[src/rtl/trap_pkg.sv]
// Shared types and constants for the machine-mode trap sequencer and its CSR neighbours.
package trap_pkg;

  typedef enum logic [2:0] {
    ST_RUN    = 3'd0,
    ST_DRAIN  = 3'd1,
    ST_ENTER  = 3'd2,
    ST_RETURN = 3'd3,
    ST_SLEEP  = 3'd4
  } trap_state_e;

  localparam logic [31:0] MTVEC_DEFAULT = 32'h1000_0000;

  localparam logic [11:0] CSR_MSTATUS = 12'h300;
  localparam logic [11:0] CSR_MIE     = 12'h304;
  localparam logic [11:0] CSR_MTVEC   = 12'h305;
  localparam logic [11:0] CSR_MEPC    = 12'h341;

  localparam logic [1:0] MPP_M = 2'b11;

endpackage

[src/rtl/trap_ctrl.sv]
// Machine-mode trap sequencer: drives hardware CSR updates, PC redirect and flush
// for interrupt entry, MRET return and WFI sleep/wake.
module trap_ctrl
  import trap_pkg::*;
#(
  parameter int                DATA_W  = 32,
  parameter logic [DATA_W-1:0] MTVEC   = DATA_W'(MTVEC_DEFAULT),
  parameter int                PC_STEP = 4
) (
  input  logic              clk,
  input  logic              rst,
  input  logic              interrupt,
  input  logic              mstatus_mie,
  input  logic              mstatus_mpie,
  input  logic              mie_meie,
  input  logic [DATA_W-1:0] mepc_in,
  input  logic              exe_valid,
  input  logic [DATA_W-1:0] exe_pc,
  input  logic              exe_mret,
  input  logic              exe_wfi,
  input  logic              Istall,
  input  logic              Dstall,
  output logic              hw_mepc_we,
  output logic [DATA_W-1:0] hw_mepc,
  output logic              hw_mstatus_we,
  output logic              hw_mstatus_mie,
  output logic              hw_mstatus_mpie,
  output logic [1:0]        hw_mstatus_mpp,
  output logic              csr_wr_block,
  output logic              redirect_valid,
  output logic [DATA_W-1:0] redirect_pc,
  output logic              flush,
  output logic              stall_req,
  output logic [2:0]        state_dbg
);

  trap_state_e       r_state;
  logic [DATA_W-1:0] r_saved_pc;
  logic              r_resume;

  logic w_stall;
  logic w_pend;
  logic w_wake;

  assign w_stall = Istall | Dstall;
  assign w_pend  = interrupt & mstatus_mie & mie_meie;
  assign w_wake  = interrupt & mie_meie;

  // r_resume marks the single RUN cycle that re-fetches after a WFI woken without a trap.
  always_ff @(posedge clk or posedge rst) begin
    if (rst) begin
      r_state    <= ST_RUN;
      r_saved_pc <= '0;
      r_resume   <= 1'b0;
    end else begin
      r_resume <= 1'b0;
      case (r_state)
        ST_RUN: begin
          if (w_pend && exe_valid && !w_stall) begin
            r_saved_pc <= exe_pc;
            r_state    <= ST_ENTER;
          end else if (w_pend && exe_valid) begin
            r_saved_pc <= exe_pc;
            r_state    <= ST_DRAIN;
          end else if (exe_mret && exe_valid && !w_stall) begin
            r_state <= ST_RETURN;
          end else if (exe_wfi && exe_valid && !w_stall) begin
            r_saved_pc <= exe_pc + DATA_W'(PC_STEP);
            r_state    <= ST_SLEEP;
          end
        end
        ST_DRAIN: begin
          if (!w_stall) r_state <= w_pend ? ST_ENTER : ST_RUN;
        end
        ST_ENTER:  r_state <= ST_RUN;
        ST_RETURN: r_state <= ST_RUN;
        ST_SLEEP: begin
          if (w_wake && w_pend) begin
            r_state <= ST_ENTER;
          end else if (w_wake) begin
            r_state  <= ST_RUN;
            r_resume <= 1'b1;
          end
        end
        default: r_state <= ST_RUN;
      endcase
    end
  end

  always_comb begin
    hw_mepc_we      = 1'b0;
    hw_mepc         = '0;
    hw_mstatus_we   = 1'b0;
    hw_mstatus_mie  = 1'b0;
    hw_mstatus_mpie = 1'b0;
    hw_mstatus_mpp  = 2'b00;
    csr_wr_block    = 1'b0;
    redirect_valid  = 1'b0;
    redirect_pc     = '0;
    flush           = 1'b0;
    stall_req       = 1'b0;
    case (r_state)
      ST_ENTER: begin
        hw_mepc_we      = 1'b1;
        hw_mepc         = r_saved_pc;
        hw_mstatus_we   = 1'b1;
        hw_mstatus_mie  = 1'b0;
        hw_mstatus_mpie = mstatus_mie;
        hw_mstatus_mpp  = MPP_M;
        csr_wr_block    = 1'b1;
        redirect_valid  = 1'b1;
        redirect_pc     = MTVEC;
        flush           = 1'b1;
      end
      ST_RETURN: begin
        hw_mstatus_we   = 1'b1;
        hw_mstatus_mie  = mstatus_mpie;
        hw_mstatus_mpie = 1'b1;
        hw_mstatus_mpp  = MPP_M;
        csr_wr_block    = 1'b1;
        redirect_valid  = 1'b1;
        redirect_pc     = mepc_in;
        flush           = 1'b1;
      end
      ST_SLEEP: stall_req = 1'b1;
      ST_RUN: begin
        if (r_resume) begin
          redirect_valid = 1'b1;
          redirect_pc    = r_saved_pc;
          flush          = 1'b1;
        end
      end
      default: ;
    endcase
  end

  assign state_dbg = r_state;

endmodule

[config.mk]
export PLATFORM = sky130hd
export DESIGN_NAME = trap_ctrl
export DESIGN_NICKNAME = d
export VERILOG_FILES = /design/src/rtl/trap_pkg.sv /design/src/rtl/trap_ctrl.sv
export SDC_FILE = /design/constraint.sdc
export NUM_CORES = 1
export LEC_CHECK = 0
export ABC_CLOCK_PERIOD_IN_PS = 3500
export CAP_MARGIN = 10
export CORE_ASPECT_RATIO = 2
export CORE_MARGIN = 1
export CORE_UTILIZATION = 24
export CTS_CLUSTER_DIAMETER = 100
export DETAILED_ROUTE_END_ITERATION = 10
export PLACE_DENSITY_LB_ADDON = 0.15
export SLEW_MARGIN = 20
export SYNTH_ARGS = -nofsm -noshare
export SYNTH_HDL_FRONTEND = slang
export SYNTH_SLANG_ARGS = --single-unit
[constraint.sdc]
create_clock -name clk -period 3.5 [get_ports clk]
set_input_delay 0.7 -clock clk [delete_from_list [all_inputs] [get_ports clk]]
set_output_delay 0.7 -clock clk [all_outputs]
set_load 0.03 [all_outputs]
; ---- Word level (Yosys, flattened, before mapping)
; Index checks and enable logic that the tools add are counted.
[word_totals]
out_inout_bits = 77
latchBits = 0
ram_bits = 0
register_bits = 36
mem_bits_ro = 0
memories = 0
wordCells = 56
[classes]
addsub = 1
shift = 0
multipliers = 0
muxes = 27
div_mod_pow = 0
eq_ne = 8
bitwise_logic = 4
n_reduce_logical = 13
magnitude_cmp = 0
[ops]
columns = op, n
row1 = 32-bit two-way mux, 6
row2 = 32-bit case mux with 3 select lines, 1
row3 = 32-bit by 3-bit adder with 32-bit output (second input constant), 1
row4 = 3-bit two-way mux, 7
row5 = 3-bit case mux with 3 select lines, 1
row6 = 1-bit two-way mux, 8
row7 = 1-bit logical AND, 7
row8 = 3-bit by 2-bit equality test with 1-bit output (second input constant), 2
row9 = 3-bit != test (second input constant), 2
row10 = 3-bit AND reduction, 2
row11 = 5-bit != test (second input constant), 1
row12 = 2-bit two-way mux, 2
row13 = 1-bit case mux with 2 select lines, 2
row14 = 1-bit bitwise AND, 3
row15 = 3-bit by 1-bit equality test with 1-bit output (second input constant), 1
row16 = 3-bit equality test (second input constant), 1
row17 = 3-bit zero test, 1
row18 = 3-bit nonzero test, 1
row19 = 2-bit != test (second input constant), 1
row20 = 2-bit OR reduction, 1
row21 = 1-bit zero test, 1
row22 = 1-bit OR, 1

; ---- Depth between registers and ports, before layout
; Gate-level depths: netlist (run 1).
[depth]
ltp_word = 8
depth_mapped = 7
depth_no_buf = 5

; ---- Least setup slack after synthesis (run 1)
; No wires, ideal clock.
[synth_timing]
path_kind = reg-to-output
startpoint = register r_state[0] (netlist: state_dbg[0])
endpoint = output port redirect_pc[28]
path_slack_ns = 0.789
path_buffers = 3
arrival_time_ns = 2.011
path_stages_with_launch = 8
path_cell_list = dfrtp_1 clkbuf_1 nor3_1 and2_1 clkbuf_1 clkbuf_1 nand2_1 o21ai_0
[synth_between]
elab_chain_len = 2
elab_cells_between_ends = 4
cone_classes = eq/ne: 2 / mux: 1 / reduce/logical: 1
[synth_lines]
columns = item, line
row1 = "start, declared", trap_ctrl.sv:37  ; trap_state_e r_state;
row2 = "start signal, assigned", trap_ctrl.sv:73  ; if (!w_stall) r_state <= w_pend ? ST_ENTER : ST_RUN;
row3 = 3-bit by 2-bit equality test with 1-bit output or 3-bit zero test (tied branches), trap_ctrl.sv:102  ; case (r_state)
row4 = 32-bit case mux with 3 select lines (*), trap_ctrl.sv:102
row5 = "end, declared", trap_ctrl.sv:31  ; output logic [DATA_W-1:0] redirect_pc,
; Mark *: on every way between the ends. The rest lies on a longest branch, timed or not.

; ---- Final worst setup path (run 1)
[layout_timing]
startpoint = register r_state[2] (netlist: state_dbg[2])
endpoint = output port redirect_pc[26]
; Same word-level chain as after synthesis.

==> results.yml, run 1 <==
cts:
  cts-root-buf: "clkbuf_16"
  cts_hold_buffers: 0
  cts_buffer_depth: 2
  cts_setup_buffers: 0
  clk_latency_ns: 0.29
  cts_resized: 0
  cts_tree: "yes"
  clock-sinks: 36
  numCtsBuffers: 5
  clk_pin_slew_worst_paths_ns: 0.06
  cts_max_level: 2
yosys:
  synth_nets: 406
  synthDistinctLibCells: 37
  synth_edf_count: 0
  synth_compound_area_frac: 0.236
  ys_ff_latch: 36
  synth_top_family_by_area: "simple AND/OR/NAND/NOR gates"
  synth_mux_area_frac: 0
  syn_area_per_cell_um2: 8.13
  synthesis.area_um2: 2680
  synth_fa_ha_area_frac: 0.00467
  synthXorXnorAreaFrac: 0.0327
  synth_warnings: 0
  postSynthCellCount: 330
  ys.flop_type: "dfrtp_1"
  ys_seq_area_frac: 0.336
  synthSimpleGateAreaFrac: 0.332
  async_reset_ff_frac: 1.00
min_path:
  hold_path_class: "reg2reg"
pwr:
  powerDensity_nw_per_um2: 452
  p_total_mw: 2.04
  vdd_drop_max_v: 0.000213
  p_leak_nw: 1.70
timing:
  fin_worst_skew_ns: 0.00742
  fin_crit_sh: 0.941
  slew_headroom: 0.385
  slew_viol_final: 0
  timing.fmax_mhz: 303
  min_period_ns: 3.30
  rsz0062_at_grt: "no"
  setup_tns_ns: 0
  whs_ns: 0.501
  final_hold_viol_count: 0
  setup_viol: 0
  worst_pin_slew_ns: 0.921
floorplan:
  rows: 54
  start_util: 0.246
  dieHeight_um: 151
  io_pins: 152
  die_area_um2: 11600
  die_w_um: 76.7
  coreArea_um2: 10900
worst_setup_path:
  end_kind: "output port"
  cp.required_ns: 2.80
  cp-start-kind: "flip-flop"
  critPathKind: "reg2out"
  path_max_fanout: 10
  arrival_ns: 2.60
route:
  post_drt_wl_per_cell_um: 16.9
  drcViolationCount: 0
  firstDrtPassIters: 4
  wirelength_um: 10400
  ant_nets: 0
  avgViaCountPerCell: 4.97
  drt_iter0_drc: 162
  num_vias: 3047
grt:
  grt_pass1_wl_um: 15800
  antenna_found_initial: 0
  grt_max_degree: 42
  grt_remaining_overflow: 0
  grt_pass1_vias: 2910
  grt_use_total: 0.180
final_layout:
  register_area_um2: 901
  fillCellCount: 1098
  drive_gt1_frac: 0.0719
  antennaDiodeCount: 0
  multi_input_area_um2: 1630
  syn2layout_area_growth_pct: 68.2
  nNetsFinal: 548
status:
  outcome: "complete, no violations"
place:
  dp_hpwl_um: 8140
  numPortBuffers: 151
  place_congestion: 0.777
job:
  cap_violations: 0
==> cells by family (layout without fill, tap and decap cells) <==
family	count (synthesis)	count (layout)
AOI/OAI and AO/OA	89	89
xor gates and xnor gates	10	10
adders and majority gates	1	1
buffers and inverters	34	177
DFF	36	36
and+or+nand+nor	160	160
==> layout make-up <==
| type | count | share of cell area |
|---|---|---|
| clock buffers | 5 | 0.0277 |
| clock inverters | 3 | 0.00943 |
| inverters | 6 | 0.00499 |
| multi-input cells | 260 | 0.361 |
| flip-flops and latches | 36 | 0.200 |
| well taps | 140 | 0.0388 |
| repair buffers | 163 | 0.358 |
==> worst max-delay path, stage by stage (launching register included) <==
cell             delay, ns
dfrtp_1               0.46
nor3_1                0.35
and2_1                0.44
buf_4                 0.25
a22o_1                0.13
clkdlybuf4s50_1       0.68
==> flip-flops by register name, indices dropped and copies added (netlist names) <==
name and flops:
state_dbg 3, r_resume 1, r_saved_pc 32
==> where the power goes <==
group	internal (mW)	total (mW)	switching [mW]
combinational	0.349	0.737	0.388
clock	0.334	0.513	0.179
sequential	0.609	0.790	0.181
total	1.29	2.04	0.748
==> synth_stat cells, types with 2 or more instances <==
cell | number | area, um^2
nor2_1 | 28 | 105
xor2_1 | 3 | 26.3
a31oi_1 | 19 | 119
nand4_1 | 9 | 56.3
xnor2_1 | 7 | 61.3
nor3_1 | 3 | 15.0
o21ai_0 | 20 | 100
nor4b_1 | 5 | 43.8
dfrtp_1 | 36 | 901
clkbuf_1 | 22 | 82.6
and2_1 | 35 | 219
nand2_1 | 33 | 124
a22o_1 | 32 | 280
buf_4 | 4 | 30.0
buf_6 | 2 | 22.5
nor4_1 | 2 | 12.5
nor3b_1 | 3 | 22.5
nand3_1 | 10 | 50.1
or3_1 | 8 | 50.1
o31ai_1 | 11 | 82.6
and4_1 | 4 | 35.0
or4_1 | 13 | 97.6
a21oi_1 | 2 | 10.0
inv_1 | 6 | 22.5
==> path summary, 6_finish.rpt <==
| check | startpoint | to | slack, ns | cells after the start |
|---|---|---|---|---|
| worst max register to register | state_dbg[1] | r_saved_pc[21] | 1.47 | 6 |
| worst min-delay path | r_saved_pc[10] | r_saved_pc[10] | 0.50 | 2 |
| max in group asynchronous | rst | r_saved_pc[17] | 1.82 | 3 |
| worst max-delay path | state_dbg[2] | redirect_pc[26] | 0.20 | 5 |
| min in group asynchronous | rst | r_saved_pc[3] | 0.92 | 2 |
| worst min register to register | r_saved_pc[10] | r_saved_pc[10] | 0.50 | 2 |
==> placed cells by master (no fill, tap or decap), types with 2 or more instances in the layout <==
cell type	instances
clkdlybuf4s50_1	142
dfrtp_1	36
and2_1	35
nand2_1	33
a22o_1	32
nor2_1	26
o21ai_0	20
a31oi_1	19
buf_4	18
or4_1	13
o31ai_1	11
nand3_1	10
nand4_1	9
or3_1	8
xnor2_1	7
inv_1	6
nor4b_1	5
clkbuf_16	5
and4_1	4
nor3b_1	3
nor3_1	3
xor2_1	3
buf_12	3
a21oi_1	2
nor4_1	2
nor2_2	2
==> metrics by stage <==
step	utilization	std cells	setup WS [ns]	cell area, um^2
finish	0.415	613	0.205	4510
global route	0.415	613	0.0297	4510
CTS	0.415	613	0.148	4510
detailed placement	0.399	605	0.346	4340
global placement	0.399	605	0.391	4340
floorplan	-	330	0.789	2680
==> metal layers <==
layer	GRT usage	part of all wire	vias to the layer above	routed length, um
li1	-	-	1507	-
met3	0.0251	0.036	15	369
met5	0	0	-	0
met4	0.0769	0.026	0	270
met2	0.358	0.59	92	6070
met1	0.182	0.35	1433	3640
No activity file was read; power rests on OpenSTA's default activity.
==> run 2, diff against run 1 <==
ABC_CLOCK_PERIOD_IN_PS = unset   (was 3500)
==> results of run 2 <==
Final layout, timing and power as in run 1 (identical DEF).
